**src/rtl/expipe_pkg.sv**
```systemverilog
// Shared execution-pipe types: CDB payload bundle and station slot numbers.
// Widths here are fixed for the whole backend, not per-instance parameters.
package expipe_pkg;

    localparam int XLEN           = 64;
    localparam int ROB_IDX_LEN    = 5;
    localparam int ROB_EXCEPT_LEN = 4;

    localparam int EU_LSU    = 0;
    localparam int EU_ALU    = 1;
    localparam int EU_BRANCH = 2;
    localparam int EU_MULT   = 3;
    localparam int EU_DIV    = 4;
    localparam int EU_NUM    = 5;

    typedef struct packed {
        logic [ROB_IDX_LEN-1:0]    rob_idx;
        logic [XLEN-1:0]           res_value;
        logic                      except_raised;
        logic [ROB_EXCEPT_LEN-1:0] except_code;
    } cdb_data_t;

endpackage

```
**src/rtl/rr_arbiter.sv**
```systemverilog
// Combinational N-way priority picker starting its scan at ptr_i.
// Produces a one-hot grant, the binary winner index and an any-grant flag.
module rr_arbiter #(
    parameter  int N  = 5,
    localparam int IW = (N > 1) ? $clog2(N) : 1
) (
    input  logic [N-1:0]  req_i,
    input  logic [IW-1:0] ptr_i,
    output logic [N-1:0]  grant_o,
    output logic [IW-1:0] idx_o,
    output logic          valid_o
);

    int pos;

    always_comb begin
        grant_o = '0;
        idx_o   = '0;
        valid_o = 1'b0;
        pos     = 0;
        for (int i = 0; i < N; i++) begin
            pos = int'(ptr_i) + i;
            if (pos >= N) pos = pos - N;
            if (!valid_o && req_i[pos]) begin
                grant_o[pos] = 1'b1;
                idx_o        = IW'(pos);
                valid_o      = 1'b1;
            end
        end
    end

endmodule

```
**src/rtl/cdb_arbiter.sv**
```systemverilog
// Common data bus arbiter: picks one finished station per cycle into a CDB slot.
// Define CDB_FIXED_PRIO_EN for fixed lowest-index-wins priority instead of round-robin.
module cdb_arbiter
    import expipe_pkg::*;
#(
    parameter  int N_EU = 5,
    localparam int IW   = (N_EU > 1) ? $clog2(N_EU) : 1
) (
    input  logic                                 clk_i,
    input  logic                                 rst_n_i,
    input  logic                                 flush_i,
    input  logic [N_EU-1:0]                      rs_valid_i,
    output logic [N_EU-1:0]                      rs_ready_o,
    input  logic [N_EU-1:0][ROB_IDX_LEN-1:0]     rs_idx_i,
    input  logic [N_EU-1:0][XLEN-1:0]            rs_data_i,
    input  logic [N_EU-1:0]                      rs_except_raised_i,
    input  logic [N_EU-1:0][ROB_EXCEPT_LEN-1:0]  rs_except_i,
    input  logic                                 rob_ready_i,
    output logic                                 cdb_valid_o,
    output logic [ROB_IDX_LEN-1:0]               cdb_idx_o,
    output logic [XLEN-1:0]                      cdb_data_o,
    output logic                                 cdb_except_raised_o,
    output logic [ROB_EXCEPT_LEN-1:0]            cdb_except_o
);

    logic            can_load;
    logic [N_EU-1:0] req;
    logic [N_EU-1:0] grant;
    logic [IW-1:0]   gidx;
    logic            xfer;
    logic [IW-1:0]   rr_ptr;
    cdb_data_t       sel;
    cdb_data_t       cdb_q;

    assign can_load = !cdb_valid_o || rob_ready_i;
    // No grant may leak out while reset or flush is active.
    assign req = (can_load && !flush_i && rst_n_i) ? rs_valid_i : '0;

    rr_arbiter #(.N(N_EU)) u_pick (
        .req_i   (req),
        .ptr_i   (rr_ptr),
        .grant_o (grant),
        .idx_o   (gidx),
        .valid_o (xfer)
    );

    assign rs_ready_o = grant;

    always_comb begin
        sel               = '0;
        sel.rob_idx       = rs_idx_i[gidx];
        sel.res_value     = rs_data_i[gidx];
        sel.except_raised = rs_except_raised_i[gidx];
        sel.except_code   = rs_except_i[gidx];
    end

`ifdef CDB_FIXED_PRIO_EN
    assign rr_ptr = '0;
`else
    always_ff @(posedge clk_i or negedge rst_n_i) begin
        if (!rst_n_i) begin
            rr_ptr <= '0;
        end else if (flush_i) begin
            rr_ptr <= '0;
        end else if (xfer) begin
            rr_ptr <= (gidx == IW'(N_EU - 1)) ? '0 : gidx + IW'(1);
        end
    end
`endif

    always_ff @(posedge clk_i or negedge rst_n_i) begin
        if (!rst_n_i) begin
            cdb_valid_o <= 1'b0;
            cdb_q       <= '0;
        end else if (flush_i) begin
            cdb_valid_o <= 1'b0;
        end else if (xfer) begin
            cdb_valid_o <= 1'b1;
            cdb_q       <= sel;
        end else if (rob_ready_i) begin
            cdb_valid_o <= 1'b0;
        end
    end

    assign cdb_idx_o           = cdb_q.rob_idx;
    assign cdb_data_o          = cdb_q.res_value;
    assign cdb_except_raised_o = cdb_q.except_raised;
    assign cdb_except_o        = cdb_q.except_code;

endmodule

```
**config.mk**
```make
export PLATFORM = sky130hd
export DESIGN_NAME = cdb_arbiter
export DESIGN_NICKNAME = d
export VERILOG_FILES = /design/src/rtl/expipe_pkg.sv /design/src/rtl/rr_arbiter.sv /design/src/rtl/cdb_arbiter.sv
export SDC_FILE = /design/constraint.sdc
export NUM_CORES = 1
export LEC_CHECK = 0
export CAP_MARGIN = 5
export CORE_AREA = 3 3 177 179
export DETAILED_ROUTE_END_ITERATION = 16
export DIE_AREA = 0 0 180 182
export PLACE_DENSITY_LB_ADDON = 0.12
export SLEW_MARGIN = 20
export SYNTH_ARGS = -nofsm -noshare
export SYNTH_HDL_FRONTEND = slang
export SYNTH_SLANG_ARGS = --single-unit
```
**constraint.sdc**
```tcl
create_clock -name clk_i -period 6.85 [get_ports clk_i]
set_clock_uncertainty 0.05 [all_clocks]
set_input_delay 1.37 -clock clk_i [delete_from_list [all_inputs] [get_ports clk_i]]
set_output_delay 1.37 -clock clk_i [all_outputs]
set_load 0.05 [all_outputs]
```
Word-level counts from Yosys, hierarchy flattened
Cells that the tools add are included.
Widths: inputs -> output; s select.
Word-level totals
  bits in registers: 78
  bits of input ports: 379
  output and inout port bits: 80
Operators by class
  $add $sub $neg: 10
  magnitude comparators: 16
  equality and inequality tests: 1
  muxes and demuxes: 60
  bitwise gates (word level): 5
  reductions and logical operators: 21
Operator list (count)
  $bmux 64 s3: 1
  $ge 32x1->1 const B: 5
  $lt 32x5->1 const B: 5
  $mux 32: 5
  $ge 32x4->1 const B: 4
  $sub 32x4->32 const B: 4
  $mux 64: 1
  $mux 5: 7
  $mux 1: 24
  $mux 3: 8
  $or 5x5->5: 4
  $bmux 1 s3: 6
  $bmux 5 s3: 1
  $demux 1 s3: 5
  $bmux 4 s3: 1
  $logic_and 1x1->1: 11
  $add 3x2->4 const B: 2
  $logic_not 1->1: 6
  $add 3x1->4 const B: 1
  $add 3x3->4 const B: 1
  $lt 3x4->1 const B: 1
  $mux 4: 1
  $sub 3x3->4 const B: 1
  $add 3x1->3 const B: 1
  7 further kinds: 7

Logic depth before layout (Yosys ltp)
  depth after elaboration: 25
  depth in mapped cells: 27
  mapped depth without buffers: 17

By module
From an unflattened synthesis, not the netlist that was laid out.
Second synthesis, totals
  cells, all modules: 731
  area total of the unflattened synthesis: 7163.1 um2
By module, submodules not included
  cdb_arbiter: instances 1, cells an instance 480, area each 5397.7 um2, sequential area each 1951.9 um2
  rr_arbiter: instances 1, cells an instance 251, area each 1765.4 um2, sequential area each 0.0 um2

Worst setup path before layout
Ideal clock, no wire load.
  kind: reg2out
  start point: register rr_ptr[0]
  end point: output port rs_ready_o[2]
  arrival: 5279 ps
  required time: 5430 ps
  path slack: 151 ps
  cell stages (with the launch flop): 21
  path buffers: 7
  cell sequence: dfrtp_1 > buf_6 > buf_2 > clkbuf_1 > inv_1 > buf_1 > ha_1 > inv_1 > ha_1 > a21oi_1 > clkbuf_1 > mux2i_1 > o211a_1 > buf_6 > or2_0 > or3_1 > buf_4 > nor3_2 > nand3_1 > or2_2 > o21ai_0
On the way
  cells in the longest elaborated chain, start to end: 18
  elaborated cells between the ends (all ways): 80
  those cells by class: 9 x add/sub; 15 x order compare; 39 x mux; 4 x bitwise; 13 x reduce/logical
Ends and longest elaborated chain
  start: declaration: line cdb_arbiter.sv:31  | logic [IW-1:0] rr_ptr;
  start signal: assignment: line cdb_arbiter.sv:66  | rr_ptr <= (gidx == IW'(N_EU - 1)) ? '0 : gidx + IW'(1);
  branches (longest 17 deep; another with $sub 32x4->32)
  $mux 5 (*): line rr_arbiter.sv:24  | if (!valid_o && req_i[pos]) begin
  end: declaration: line cdb_arbiter.sv:13  | output logic [N_EU-1:0] rs_ready_o,
Every way passes the cells marked *. The select of a mux whose other input is x is not followed.

Worst setup path in the final report
  start point: input port rs_valid_i[3]
  end point: output port rs_ready_o[2]
On the way
  cells in the longest elaborated chain, start to end: 17
  elaborated cells between the ends (all ways): 37
  those cells by class: 25 x mux; 4 x bitwise; 8 x reduce/logical
Ends and longest elaborated chain
  start: declaration: line cdb_arbiter.sv:12  | input logic [N_EU-1:0] rs_valid_i,
  $mux 5 (*): line cdb_arbiter.sv:37  | assign req = (can_load && !flush_i && rst_n_i) ? rs_valid_i : '0;
  $bmux 1 s3: line rr_arbiter.sv:24
  $mux 1 (not written as such) (2 in a row): line rr_arbiter.sv:24
  $mux 1: line rr_arbiter.sv:24
  $logic_not 1->1: line rr_arbiter.sv:24
  $logic_and 1x1->1: line rr_arbiter.sv:24
  $mux 1: line rr_arbiter.sv:24
  $logic_not 1->1: line rr_arbiter.sv:24
  $logic_and 1x1->1: line rr_arbiter.sv:24
  $mux 1: line rr_arbiter.sv:24
  $logic_not 1->1: line rr_arbiter.sv:24
  $logic_and 1x1->1: line rr_arbiter.sv:24
  $mux 1: line rr_arbiter.sv:24
  $logic_not 1->1: line rr_arbiter.sv:24
  $logic_and 1x1->1: line rr_arbiter.sv:24
  $mux 5 (*): line rr_arbiter.sv:24
Every way passes the cells marked *; elsewhere a longest branch is shown, timed or not. The select of a mux whose other input is x is not followed.

==> summary.md <==
| Metric | Value |
|---|---|
| P&R area growth vs syn | `62.5%` |
| First-pass GRT wire length | `63.3 mm` |
| Post-synth EDFFs | `0` |
| Initial antenna violation count | `9` |
| FF-to-FF path depth | `19` |
| Fraction of registers with async set/reset | `100%` |
| Status | `finished, final reports clean` |
| Layout cells sized above 1 | `9.75%` |
| Initial Util | `28.0%` |
| DIE WIDTH | `180 um` |
| Setup crit end kind | `primary output` |
| R2R Setup Slk | `0.88 ns` |
| Setup_tns | `0 ns` |
| Reg2reg end | `rr_ptr[2]$_DFFE_PN0P_` |
| Pwr dens | `605 mW/mm^2` |
| Post-Syn Area per Cell | `8.50 um^2` |
| Synth warnings | `0` |
| F_max | `0.158 GHz` |
| Placed Area | `0.0132 mm^2` |
| Vias in the first global route | `9,665` |
| Drt pass-1 iters | `5` |
| Detailed Route WL | `43.5 mm` |
| CP max FO | `10` |
| Max cap viols | `0` |
| Port buffer count | `458` |
| CTS tree | `yes` |
| Fin. Hold Viols | `0` |
| CTS Hold Bufs | `0` |
| Netlist cell types | `69` |
| Max IR drop VDD | `566 uV` |
| Final setup viols | `0` |
| Net count after synthesis | `1,376` |
| Rel. slew slack | `28.8%` |
| Final nets | `1,748` |
| Mapped cell area | `0.00831 mm^2` |
| Worst-path clk slew | `0.06 ns` |
| Syn Inst Count | `978` |
| HP Class | `reg -> reg` |
| FP Rows | `63` |
| HPWL Detailed | `31.2 mm` |
| Sequential Area | `0.00195 mm^2` |
| Per-cell routed wire length | `24.8 um` |
| Total gr overflow | `0` |
| # resized after CTS | `0` |
| Die height | `182 um` |
| Design area | `0.0135 mm^2` |
| Max Transition Viols Final | `0` |
| DR DRC count | `0` |
| DRT iter0 DRCs | `650` |
| Filler cell count | `2,954` |
| Hold path startpoint | `cdb_data_o[45]$_DFFE_PN0P_` |
| Die ar. | `0.0328 mm^2` |
| Req. time, crit path | `5.43 ns` |
| Clock period minus worst slack | `6.34 ns` |
| Hold Crit Depth | `2` |
| CTS buffer count | `9` |
| Least-Margin Pin Slew | `1.07 ns` |
| Placer Congestion | `0.903` |
| Synth Flop Type | `dfrtp_1` |
| Most common cell after layout, fill and taps aside | `clkdlybuf4s50_1` |
| Post-CTS Setup Inserts | `0` |
| FF+latch count, synth | `78` |
| Root Driver | `clkbuf_16` |
| Vias per cell | `5.65` |
| WS Path Type | `in -> out` |
| Hold worst-path end | `cdb_data_o[45]$_DFFE_PN0P_` |
| Final worst-path cycle share | `92.5%` |
| Pin count of the biggest net entering global routing | `149` |
| Total track usage | `24.8%` |
| Multi-input logic area | `0.00578 mm^2` |
| Core area | `0.0297 mm^2` |
| WP data arrival | `4.92 ns` |
| Commonest cells after routing, fill and taps aside | `452 x clkdlybuf4s50_1, 149 x a31oi_1, 89 x nor2_1` |
| Register area share after synthesis | `23.5%` |
| Io pins | `459` |
| Vias | `9,883` |
| Latest clock arrival within the worst-skew pair | `0.34 ns` |
| Reg-to-reg startpoint | `rr_ptr[0]$_DFFE_PN0P_` |
| Clk sinks | `78` |
| Clock Path Buffers | `2` |
| Post-route ant nets | `0` |
| Setup crit start kind | `input port` |
| H-tree levels | `3` |
| Lkg Pwr | `4.57 nW` |
| RSZ-0062 raised after global routing | `false` |
## per-layer routing
layer  GRT usage, %  vias up  share of wire [%]
met5              0        -              0.094
met4           6.87        6                2.3
met3           5.79       56                6.9
met2           43.0      391                 49
met1           30.9     4810                 41
li1               -     4620                  -
## area by class of cell
class,instances,share of cell area [%]
clock buffers,10,1.70
repair buffers,487,36.3
inverters,14,0.389
diodes,5,0.0927
well taps,390,3.61
clock inverters,5,0.630
flip-flops and latches,78,14.5
multi-input cells,760,42.8
## flip-flops by register name, indices dropped and copies added (netlist names)
register / flops
cdb_valid_o: 1
cdb_except_o: 4
rr_ptr: 3
cdb_data_o: 64
cdb_idx_o: 5
cdb_except_raised_o: 1
## logic make-up after synthesis
group           share of synthesized area, %
compound gates                          25.5
fa+ha+maj                               2.95
mux                                     2.39
buf+inv                                 7.50
simple gates                            37.3
flops                                   23.5
xor+xnor                               0.843
## per-stage QoR
stage / total power [mW] / utilization, % / hold WS (ns) / setup WS (ns) / instances
after floorplan: 5.53 / - / 0.735 / 0.151 / 978
after global placement: 7.67 / 44.3 / 0.480 / 0.561 / 1729
after detailed placement: 7.66 / 44.3 / 0.490 / 0.535 / 1729
after CTS: 8.22 / 45.4 / 0.502 / 0.516 / 1744
after global routing: 8.73 / 45.4 / 0.516 / 0.200 / 1749
final: 8.16 / 45.4 / 0.499 / 0.510 / 1749
## how the worst max path moves through the flow
stage | from | end | slack [ns] | depth (start not counted)
after CTS | rr_ptr[0]$_DFFE_PN0P_ | rs_ready_o[2] | 0.52 | 14
final | rs_valid_i[3] | rs_ready_o[2] | 0.51 | 13
after detailed placement | rs_valid_i[3] | rs_ready_o[2] | 0.53 | 13
after global routing | rr_ptr[0]$_DFFE_PN0P_ | rs_ready_o[3] | 0.20 | 14
after global placement | rs_valid_i[3] | rs_ready_o[2] | 0.56 | 13
after floorplan | rr_ptr[0]$_DFFE_PN0P_ | rs_ready_o[2] | 0.15 | 20
## worst max-delay path: stages
cell and delay, ns:
clkdlybuf4s50_1 0.57, mux4_2 0.52, o32a_1 0.30, o211a_1 0.23
or2_0 0.27, or3_1 0.34, buf_4 0.19, nor3b_1 0.31
and3_1 0.24, a221o_1 0.15, a21oi_1 0.04, o21ai_0 0.19
buf_12 0.19
## power by group
part / leakage [nW] / total (mW) / internal, mW / switching [mW]
sequential: 0.880 / 0.891 / 0.745 / 0.146
combinational: 3.54 / 6.73 / 2.21 / 4.52
clock: 0.149 / 0.541 / 0.320 / 0.221
total: 4.57 / 8.16 / 3.28 / 4.89
## synth_stat cells (all sizes together) (9+ instances only)
| library cell | number | share of area (%) |
|---|---|---|
| nor2 | 90 | 4.1 |
| nor2b | 82 | 6.2 |
| nand3 | 9 | 0.54 |
| nor3 | 11 | 0.78 |
| a21oi | 20 | 1.2 |
| buf | 34 | 2.7 |
| mux2i | 12 | 1.4 |
| nor4b | 148 | 20 |
| nand2b | 9 | 0.68 |
| ha | 18 | 2.7 |
| o21ai | 13 | 0.78 |
| dfrtp | 78 | 23 |
| inv | 14 | 0.63 |
| nand2 | 26 | 1.2 |
| clkbuf | 92 | 4.2 |
| a31oi | 149 | 11 |
| a311oi | 75 | 7.9 |
No activity file was read; power rests on OpenSTA's default activity.
